**src/rtl/cp_pkg.sv**
```systemverilog
// Shared definitions for the cyclic-prefix remover (RX) and inserter (TX).
package cp_pkg;
  localparam int DATA_W_DEF = 32;
  localparam int LEN_W_DEF  = 13;

  typedef enum logic [1:0] {S_CFG, S_DROP, S_PASS, S_ERR} cp_state_e;

  // Callers zero-extend their LEN_W-wide fields, so any LEN_W <= 32 works.
  function automatic logic cp_cfg_legal(input logic [31:0] cp, input logic [31:0] fr);
    return (fr >= 32'd2) && (cp < fr);
  endfunction
endpackage

```
**src/rtl/cp_skid_buffer.sv**
```systemverilog
// Two-entry valid/ready register slice carrying {last, data}; owns the output handshake.
module cp_skid_buffer #(
  parameter int W = 32
) (
  input  logic         clk,
  input  logic         rst,
  input  logic         push,
  input  logic [W-1:0] push_data,
  input  logic         push_last,
  output logic         full,
  output logic [W-1:0] signal_out,
  output logic         last_out,
  output logic         valid_out,
  input  logic         ready_in
);
  logic [W:0] mem [2];
  logic       rd_ptr, wr_ptr;
  logic [1:0] count;
  logic       pop;

  assign pop                   = valid_out & ready_in;
  assign valid_out             = count != 2'd0;
  assign full                  = count == 2'd2;
  assign {last_out, signal_out} = mem[rd_ptr];

  always_ff @(posedge clk) begin
    if (push) mem[wr_ptr] <= {push_last, push_data};
  end

  // Upstream never pushes when full, so count stays in 0..2.
  always_ff @(posedge clk) begin
    if (rst) begin
      rd_ptr <= 1'b0;
      wr_ptr <= 1'b0;
      count  <= 2'd0;
    end else begin
      if (push) wr_ptr <= ~wr_ptr;
      if (pop)  rd_ptr <= ~rd_ptr;
      count <= count + {1'b0, push} - {1'b0, pop};
    end
  end
endmodule

```
**src/rtl/cp_remove.sv**
```systemverilog
// RX cyclic-prefix remover: drops cp_length prefix samples, forwards frame_length body samples.
module cp_remove
  import cp_pkg::*;
#(
  parameter int DATA_W = DATA_W_DEF,
  parameter int LEN_W  = LEN_W_DEF
) (
  input  logic              clk,
  input  logic              rst,
  input  logic [DATA_W-1:0] signal_in,
  input  logic              valid_in,
  output logic              ready_out,
  input  logic [LEN_W-1:0]  cp_length,
  input  logic [LEN_W-1:0]  frame_length,
  output logic [DATA_W-1:0] signal_out,
  output logic              valid_out,
  input  logic              ready_in,
  output logic              last_out,
  output logic              cp_flag,
  output logic              error,
  output logic [15:0]       sym_count
);
  cp_state_e        state, cfg_state;
  logic [LEN_W-1:0] cnt, cp_q, fr_q;
  logic             full, accept, push, body_last, cfg_ok;

  assign cfg_ok    = cp_cfg_legal(32'(cp_length), 32'(frame_length));
  assign cfg_state = !cfg_ok ? S_ERR : (cp_length == '0) ? S_PASS : S_DROP;

  // ready_out depends only on registers: prefix beats are always taken, body beats need a free slot.
  assign ready_out = (state == S_DROP) | ((state == S_PASS) & ~full);
  assign cp_flag   = state == S_DROP;
  assign error     = state == S_ERR;
  assign accept    = valid_in & ready_out;
  assign push      = accept & (state == S_PASS);
  assign body_last = cnt == fr_q - LEN_W'(1);

  always_ff @(posedge clk) begin
    if (rst) begin
      state     <= S_CFG;
      cnt       <= '0;
      cp_q      <= '0;
      fr_q      <= '0;
      sym_count <= '0;
    end else begin
      case (state)
        S_CFG: begin
          cp_q  <= cp_length;
          fr_q  <= frame_length;
          cnt   <= '0;
          state <= cfg_state;
        end
        S_DROP: if (accept) begin
          if (cnt == cp_q - LEN_W'(1)) begin
            cnt   <= '0;
            state <= S_PASS;
          end else begin
            cnt <= cnt + LEN_W'(1);
          end
        end
        S_PASS: if (accept) begin
          if (body_last) begin
            // Symbol boundary: relatch config so the next symbol starts with no bubble.
            sym_count <= sym_count + 16'd1;
            cnt       <= '0;
            cp_q      <= cp_length;
            fr_q      <= frame_length;
            state     <= cfg_state;
          end else begin
            cnt <= cnt + LEN_W'(1);
          end
        end
        default: ;
      endcase
    end
  end

  cp_skid_buffer #(.W(DATA_W)) u_skid (
    .clk        (clk),
    .rst        (rst),
    .push       (push),
    .push_data  (signal_in),
    .push_last  (body_last),
    .full       (full),
    .signal_out (signal_out),
    .last_out   (last_out),
    .valid_out  (valid_out),
    .ready_in   (ready_in)
  );
endmodule

```
**config.mk**
```make
export PLATFORM = sky130hd
export DESIGN_NAME = cp_remove
export DESIGN_NICKNAME = d
export VERILOG_FILES = /design/src/rtl/cp_pkg.sv /design/src/rtl/cp_skid_buffer.sv /design/src/rtl/cp_remove.sv
export SDC_FILE = /design/constraint.sdc
export NUM_CORES = 1
export LEC_CHECK = 0
export ABC_CLOCK_PERIOD_IN_PS = 2900
export CORE_MARGIN = 3
export CORE_UTILIZATION = 40
export DETAILED_ROUTE_END_ITERATION = 10
export PLACE_DENSITY = 0.66
export SKIP_LAST_GASP = 1
export SLEW_MARGIN = 20
export SYNTH_ARGS = -nofsm -noshare
export SYNTH_HDL_FRONTEND = slang
export SYNTH_SLANG_ARGS = --single-unit
```
**constraint.sdc**
```tcl
create_clock -name clk -period 2.9 [get_ports clk]
set_input_delay 0.29 -clock clk [delete_from_list [all_inputs] [get_ports clk]]
set_output_delay 0.29 -clock clk [all_outputs]
set_load 0.005 [all_outputs]
```
After elaboration in Yosys (flattened, before gate mapping)
Memory sizes are Yosys's and may differ from the RTL's. A register that Yosys moved wholly into a read port is not among the register bits.
Index checks and enable logic that the tools add are counted.
{"block": "word_totals", "regBits": 61, "latchBits": 0, "ramBits": 66, "rom_bits": 0, "out_inout_bits": 53, "memories": 1}
{"name": "u_skid.mem", "words": 2, "word_bits": 33, "rd": 1, "rd_ports_with_merged_regs": 1, "write_ports": 1, "line_no": "cp_skid_buffer.sv:16", "text": "logic [W:0] mem [2];"}
{"block": "op_classes", "addsub": 6, "n_mul": 0, "div": 0, "order_cmp": 2, "eq_ne": 10, "shifts": 0, "muxes": 22, "bitwise": 8, "n_reduce_logical": 10}
{"operator": "13-bit two-way mux", "n": 8}
{"operator": "13-bit case mux with 2 select lines", "n": 2}
{"operator": "13-bit case mux with 3 select lines", "n": 1}
{"operator": "13-bit == test", "n": 2}
{"operator": "13-bit by 1-bit subtractor with 13-bit output, second input constant", "n": 2}
{"operator": "16-bit by 1-bit adder with 16-bit output, second input constant", "n": 1}
{"operator": "13-bit by 1-bit adder with 13-bit output, second input constant", "n": 1}
{"operator": "13-bit by 2-bit greater-or-equal comparator with 1-bit output, second input constant", "n": 1}
{"operator": "13-bit logical NOT", "n": 1}
{"operator": "13-bit less-than comparator", "n": 1}
{"operator": "2-bit two-way mux", "n": 6}
{"operator": "3-bit AND reduction", "n": 3}
{"operator": "2-bit == test, second input constant", "n": 3}
{"operator": "2-bit by 1-bit != test with 1-bit output, second input constant", "n": 3}
{"operator": "2-bit case mux with 3 select lines", "n": 1}
{"operator": "5-bit AND reduction", "n": 1}
{"operator": "1-bit bitwise AND", "n": 4}
{"operator": "1-bit two-way mux", "n": 4}
{"operator": "2-bit nonzero test", "n": 2}
{"operator": "1-bit NOT", "n": 3}
{"operator": "3-bit nonzero test", "n": 1}
{"operator": "2-bit by 1-bit adder with 2-bit output", "n": 1}
{"operator": "2-bit by 1-bit == test with 1-bit output, second input constant", "n": 1}
{"operator": "2-bit logical NOT", "n": 1}
{"operator": "other kinds (4)", "n": 4}

Depth between registers and ports, before layout
Gate-level depths: netlist (run 1).
{"block": "logic_depth", "word_depth": 8, "mapped_depth": 11, "mapped_depth_nobuf": 11}

By module
A second synthesis (run 1) with hierarchy kept.
{"block": "unflattened", "cells_unflattened": 630, "area_unflattened_um2": 6846.6}
{"mod": "cp_remove", "n_inst": 1, "cells_per_inst": 504, "area_each_um2": 4091.4}
{"mod": "cp_skid_buffer", "n_inst": 1, "cells_per_inst": 126, "area_each_um2": 2755.1}

Worst setup path before layout (run 1)
Ideal clock, no wire load.
{"block": "synth_timing", "kind": "register to register", "start": "register state[0]", "end": "memory u_skid.mem[0][0] (netlist bit), enable pin", "arrival_time_ps": 2721, "slack_ps": -244, "stages_incl_launch_ff": 9, "path_buffers": 1, "synth_period_minus_slack_ps": 3144, "path_cell_list": "dfxtp_1 > inv_1 > ha_1 > inv_1 > o21ai_0 > and2_1 > nand2_1 > clkbuf_1 > nor2_1"}
{"block": "synth_via", "elab_chain_cells": 7}
{"item": "from (decl)", "line_no": "cp_remove.sv:23", "text": "cp_state_e state, cfg_state;"}
{"item": "from (signal assigned)", "line_no": "cp_remove.sv:51", "text": "state <= cfg_state;"}
{"item": "from (signal assigned)", "line_no": "cp_remove.sv:68", "text": "state <= cfg_state;"}
{"item": "2-bit == test", "line_no": "cp_remove.sv:31", "text": "assign ready_out = (state == S_DROP) | ((state == S_PASS) & ~full);"}
{"item": "1-bit bitwise AND", "line_no": "cp_remove.sv:31"}
{"item": "1-bit bitwise OR *", "line_no": "cp_remove.sv:31"}
{"item": "via ready_out", "line_no": "cp_remove.sv:12", "text": "output logic ready_out,"}
{"item": "1-bit bitwise AND *", "line_no": "cp_remove.sv:34", "text": "assign accept = valid_in & ready_out;"}
{"item": "1-bit bitwise AND *", "line_no": "cp_remove.sv:35", "text": "assign push = accept & (state == S_PASS);"}
{"item": "1-bit two-way mux *", "line_no": "cp_skid_buffer.sv:27", "text": "if (push) mem[wr_ptr] <= {push_last, push_data};"}
{"item": "1-bit two-way mux (not written as such) *", "line_no": "cp_skid_buffer.sv:27"}
{"item": "to (decl)", "line_no": "cp_skid_buffer.sv:16"}
The timed path passes the listed nets; every way through them passes the cells marked *.

Final worst setup path (run 1)
{"block": "layout_timing", "start": "register cp_q[0]", "end": "register cnt[4]"}
{"block": "layout_via", "elab_chain_cells": 5}
{"item": "from (decl)", "line_no": "cp_remove.sv:24", "text": "logic [LEN_W-1:0] cnt, cp_q, fr_q;"}
{"item": "from (signal assigned)", "line_no": "cp_remove.sv:48", "text": "cp_q <= cp_length;"}
{"item": "from (signal assigned)", "line_no": "cp_remove.sv:66", "text": "cp_q <= cp_length;"}
{"item": "13-bit by 1-bit subtractor with 13-bit output", "line_no": "cp_remove.sv:54", "text": "if (cnt == cp_q - LEN_W'(1)) begin"}
{"item": "13-bit == test", "line_no": "cp_remove.sv:54"}
{"item": "13-bit two-way mux", "line_no": "cp_remove.sv:54"}
{"item": "13-bit two-way mux", "line_no": "cp_remove.sv:53", "text": "S_DROP: if (accept) begin"}
{"item": "13-bit case mux with 3 select lines", "line_no": "cp_remove.sv:46", "text": "case (state)"}
{"item": "to (signal assigned)", "line_no": "cp_remove.sv:58", "text": "cnt <= cnt + LEN_W'(1);"}
{"item": "to (signal assigned)", "line_no": "cp_remove.sv:70", "text": "cnt <= cnt + LEN_W'(1);"}
{"item": "to (decl)", "line_no": "cp_remove.sv:24"}
Every way passes these cells. The select of a mux whose other input is x is not followed.
A chain may end at the register's enable or synchronous reset.

==> results of run 1 <==
## registers in the layout, indices dropped and copies added (netlist names), named ones only
register       count
u_skid.wr_ptr      1
u_skid.mem        66
u_skid.count       2
cp_q              13
u_skid.rd_ptr      1
sym_count         16
state              2
cnt               13
fr_q              13
## power by group through the flow
| stage | logic [mW] | clock network, mW | registers [mW] |
|---|---|---|---|
| 2_1_floorplan | 1.64 | 0 | 2.27 |
| 3_3_place_gp | 2.62 | 0 | 2.27 |
| 3_5_place_dp | 2.67 | 0 | 2.28 |
| 4_1_cts | 2.70 | 2.15 | 2.24 |
| 5_1_grt | 2.95 | 2.22 | 2.27 |
| 6_report | 2.72 | 2.10 | 2.24 |
## per-layer routing
layer,wire length (µm),share of wire,vias up,GRT usage
met4,180,0.011,0,0.0711
met3,829,0.051,11,0.0489
met1,7090,0.44,2509,0.223
met2,8040,0.50,133,0.293
li1,-,-,2621,-
met5,0,0,-,0
## critical path, delay by kind of cell, from the launching register on
kind,cells,cell delay (ps)
buf+inv,4,600
flops,1,410
xor+xnor,1,110
compound gates,6,1230
fa+ha+maj,1,240
## cells by family after synthesis
| logic type | after synthesis |
|---|---|
| compound gates | 74 |
| xor+xnor | 32 |
| fa+ha+maj | 22 |
| buf+inv | 66 |
| flops | 128 |
| mux | 76 |
| simple gates | 253 |
## cell usage after synthesis, types with 3 or more instances
master     n  area, µm²
clkbuf_1  27        101
nor4_1    16        100
and4_1     4       35.0
nand2b_1  59        369
nand3_1   18       90.1
and2_1     4       25.0
edfxtp_1  66       1980
nor4b_1    3       26.3
mux2i_1   30        300
o211ai_1   7       52.6
nor3b_1    3       22.5
or4_1      4       30.0
mux2_2    46        518
nand2_1   35        131
a21oi_1    7       35.0
dfxtp_1   62       1240
nor3_1    21        105
or3_1      4       25.0
nor2b_1   19        119
buf_2      5       25.0
xor2_1    15        131
nand4_1    6       37.5
o221ai_1   6       52.6
xnor2_1   16        140
and3_1     8       50.1
inv_1     31        116
o31ai_1    4       30.0
a21o_1     6       45.0
a211oi_1   3       22.5
or2_2      3       18.8
o21ai_0   14       70.1
nor2_1    39        146
a31oi_1    9       56.3
ha_1      22        275
## layout make-up
type,count,area [µm²]
flip-flops and latches,128,3220
inverters,31,116
repair buffers,155,1480
clock buffers,18,429
well taps,220,275
multi-input cells,457,3370
fillers,1466,7590
clock inverters,14,154
## how the worst max path moves through the flow
stage | from | endpoint | cells after the start
global route | fr_q[1] | sym_count[10] | 11
global placement | fr_q[1] | sym_count[10] | 10
floorplan | fr_q[0] | sym_count[10] | 10
CTS | fr_q[1] | sym_count[8] | 10
finish | cp_q[0] | cnt[4] | 12
detailed placement | fr_q[1] | sym_count[10] | 10
## metrics by stage
| stage | total power, mW | util | TNS [ps] |
|---|---|---|---|
| floorplan | 3.91 | - | 0 |
| global placement | 4.89 | 0.506 | 0 |
| detailed placement | 4.95 | 0.506 | -33.6 |
| CTS | 7.08 | 0.542 | 0 |
| global route | 7.45 | 0.544 | 0 |
| finish | 7.05 | 0.544 | 0 |
==> results.toml, run 1 <==
[yosys]
synth_top_family_by_area = "simple AND/OR/NAND/NOR gates"
synthMuxAreaShare = 0.120
yosys_warnings = 0
synth.distinct_cells = 59
avgSynthCellArea_um2 = 10.5
synthArstFlopShare = 0
yosys.area_share.simple = 0.206
synth_edf_count = 66
synth_compound_area_frac = 0.0775
syn_nets = 735
ys.flop_type = "edfxtp_1"
synth_area_um2 = 6810
yosys.area_share.xor_xnor = 0.0432
ys_seq_elements = 128
netlist_instances = 651
yosys.area_share.adder = 0.0404
synth-seq-area-share = 0.473

[clock_network]
cts_buffer_depth = 2
cts.sinks = 128
cts.clk_slew.worst_paths_ps = 60
cts_setup_buffers = 0
cts_root_buf = "clkbuf_16"
cts_hold_buf = 0
numCtsBuffers = 17
cts_max_level = 4
post_cts_resized = 3
cts_tree = "yes"
clock_latency_ps = 420

[timing]
finalSetupViolCount = 0
fin_skew_ps = 7.15
hold_viol_final = 0
fmax_mhz = 370
period_needed_ps = 2700
rsz0062_at_grt = "false"
setup_slack_ps = 197
slew_viol_final = 0
slew_headroom = 0.551
finalCritPeriodShare = 0.932
hold_ws_ps = 405
tightest_slew_ps = 668

[power_and_ir_drop]
ir_worst_vdd_mv = 0.499
swShare = 0.323
clkPwrFrac = 0.297
leakage_nw = 3.40
switchingPower_mw = 2.28
combPwrFrac = 0.385
p_int_mw = 4.77
seq_power_share = 0.318
power.density_nw_per_um2 = 780

[grt]
antenna_found_initial = 0
grt_max_degree = 58
grt_use_total = 0.179
grt_pass1_vias = 5290
grt_overflow = 0
grt_pass1_wl_mm = 26.2

[placed_design]
place_inst = 991
dp_hpwl_mm = 11.9
placed_area_um2 = 8420
portBuffers = 114
place_congestion = 0.843
post-place-ws_ps = -24.5

[worst_hold_path]
min_from = "rst"
worst_hold_path.endpoint = "cnt[10]"
holdPathStages = 5
hold_path.class = "in2reg"

[die]
initial_core_util = 0.409
coreArea_um2 = 16600
die_area_um2 = 18600
std_cell_rows = 47
num_io_pins = 115
die_h_um = 136
chipWidth_um = 136

[critical_path]
reg2reg_slack_ps = 200
critical_path_class = "reg2reg"
path_cells = "inv_1 -> ha_1 -> buf_4 -> xnor2_1 -> a221oi_1 -> o22ai_1 -> a2111oi_0 -> o211ai_1 -> buf_4 -> o21ai_2 -> buf_4 -> o211ai_1"
rr_startpoint = "cp_q[0]"
crit_arrival_ps = 3000
crit_path_frequent_cell = "buf_4"
endpoint_kind = "flip-flop"
startpoint_type = "flip-flop"
worst_path_max_delay_cell = "a2111oi_0"
r2r_cells = 12
critPathMaxStageDelay_ps = 480
critPathMaxFanout = 8
timing.rr.end = "cnt[4]"
required_ps = 3190

[final_layout]
areaGrowthSynthToFinish_pct = 32.9
instances_no_fill = 1023
drive_above_1_share = 0.173
final_cell_mix = "clkdlybuf4s50_1, edfxtp_1, dfxtp_1, nand2b_1, mux2_2"
diodes = 0
design_area_um2 = 9050
final_common_cell = "clkdlybuf4s50_1"
nets = 874

[detailed_routing]
dr.pass1.iters = 4
num_vias = 5274
totalWireLength_mm = 16.1
drc = 0
vias_per_cell = 5.16
drt_iter0_drc = 296
drt.antenna.violating_nets = 0
wl_per_cell_um = 15.8

[flow_run]
maxCapViolCount = 0

[run_status]
status = "finished, final reports clean"
Note: power is estimated with default switching activity, not from simulation.
==> inputs of run 2 (changes only) <==
Settings changed: PLACE_DENSITY 0.66 to 0.71.
==> results.toml, run 2 (same netlist as run 1, synthesis figures left out) <==
[worst_hold_path]
holdPathStages = 2
hold_path.class = "in2reg"
min_from = "rst"

[final_layout]
fillerInstances = 1424
reg_top3 = "u_skid.mem: 66 flops, sym_count: 16 flops"
fin_util = 0.543
final_common_cell = "clkdlybuf4s50_1"
top_register = "u_skid.mem"
drive_above_1_share = 0.175
largest_reg_flops = 66
multiInputGateArea_um2 = 3390
areaGrowthSynthToFinish_pct = 32.8
diodes = 0
nets = 870
final_cell_mix = "clkdlybuf4s50_1, edfxtp_1, dfxtp_1, nand2b_1, mux2_2"
register_area_um2 = 3230

[detailed_routing]
vias_per_cell = 5.20
drc = 0
drt.antenna.violating_nets = 0
num_vias = 5303
dr.pass1.iters = 4
totalWireLength_mm = 16.3
wl_per_cell_um = 15.9
drt_iter0_drc = 299

[grt]
use_met2 = 0.297
grt_overflow = 0
top_usage_layer = "met2"
antenna_found_initial = 0
grt_pass1_vias = 5347
grt_max_degree = 55
grt_use_total = 0.175
grt_pass1_wl_mm = 25.9
grt_use_met1 = 0.223
use_met3 = 0.0368

[timing]
period_needed_ps = 2780
fin_skew_ps = 8.27
setup_slack_ps = 116
rsz0062_at_grt = "true"
slew_viol_final = 0
fin_tns_setup_ps = 0
tightest_slew_ps = 654
finalSetupViolCount = 0
fmax_mhz = 359
hold_ws_ps = 404
slew_headroom = 0.564
hold_viol_final = 0
finalCritPeriodShare = 0.960

[critical_path]
rr_startpoint = "fr_q[4]"
reg2reg_slack_ps = 120
required_ps = 3200
endpoint_kind = "flip-flop"
critPathMaxStageDelay_ps = 530
startpoint_type = "flip-flop"
r2r_cells = 8
path_cells = "or3_1 -> o21ai_1 -> or3b_1 -> a2111oi_4 -> nand4_1 -> buf_6 -> nor3_1 -> mux2_2"
cp.depth = 8
critical_path_class = "reg2reg"
crit_buf_inv = 1
crit_arrival_ps = 3080
timing.rr.end = "sym_count[12]"
worst_path_max_delay_cell = "or3_1"
path_delay_family = "simple AND/OR/NAND/NOR gates"
critPathMaxFanout = 20

[clock_network]
cts_setup_buffers = 0
post_cts_resized = 0
clock_latency_ps = 410
numCtsBuffers = 17
cts.clk_slew.worst_paths_ps = 60
cts_buffer_depth = 2
cts_tree = "yes"
cts_root_buf = "clkbuf_16"
cts_max_level = 4
cts.sinks = 128
cts_hold_buf = 0

[flow_run]
maxCapViolCount = 0

[die]
initial_core_util = 0.409
num_io_pins = 115
std_cell_rows = 47
chipWidth_um = 136
die_area_um2 = 18600
coreArea_um2 = 16600
die_h_um = 136

[placed_design]
place_congestion = 0.890
dp_hpwl_mm = 11.9
portBuffers = 114
post-place-ws_ps = 85.7

[power_and_ir_drop]
leakage_nw = 3.40
p_total_mw = 7.03
ir_worst_vdd_mv = 0.494
power.density_nw_per_um2 = 777

[run_status]
status = "finished, final reports clean"
## run 2: routing by layer
metal  wire, µm  vias to the layer above  part of all wire
li1           -                     2621                 -
met1       7260                     2540              0.45
met2       8160                      127              0.50
met3        630                       15             0.039
met4        204                        0             0.013
met5          0                        -                 0
## run 2: area by class of cell
cell class	instances	area share
sequential	128	0.357
inverter	31	0.0129
multi-input combinational	457	0.375
tap	220	0.0304
clock inverter	15	0.0174
timing repair buffer	151	0.161
clock buffer	17	0.0470
## run 2: worst max path at each step
| stage | slack, ps | to | start |
|---|---|---|---|
| 6_report | 120 | sym_count[12] | fr_q[4] |
| 5_1_grt | -30 | sym_count[15] | fr_q[4] |
| 4_1_cts | 40 | cnt[7] | cp_q[0] |
| 3_5_place_dp | 90 | sym_count[10] | fr_q[1] |
| 3_3_place_gp | 140 | sym_count[8] | fr_q[1] |
| 2_1_floorplan | 150 | sym_count[10] | fr_q[0] |
## run 2: per-stage QoR
stage,instance area (µm²),instances
6_report,9040,1019
5_1_grt,9040,1019
4_1_cts,8980,1019
3_5_place_dp,8390,987
3_3_place_gp,8390,987
2_1_floorplan,6810,651
## run 2: where the power goes
| part | switching, mW | internal (mW) | leakage, nW | total [mW] |
|---|---|---|---|---|
| combinational | 1.31 | 1.39 | 2.01 | 2.70 |
| sequential | 0.158 | 2.09 | 1.10 | 2.25 |
| clock | 0.929 | 1.16 | 0.287 | 2.09 |
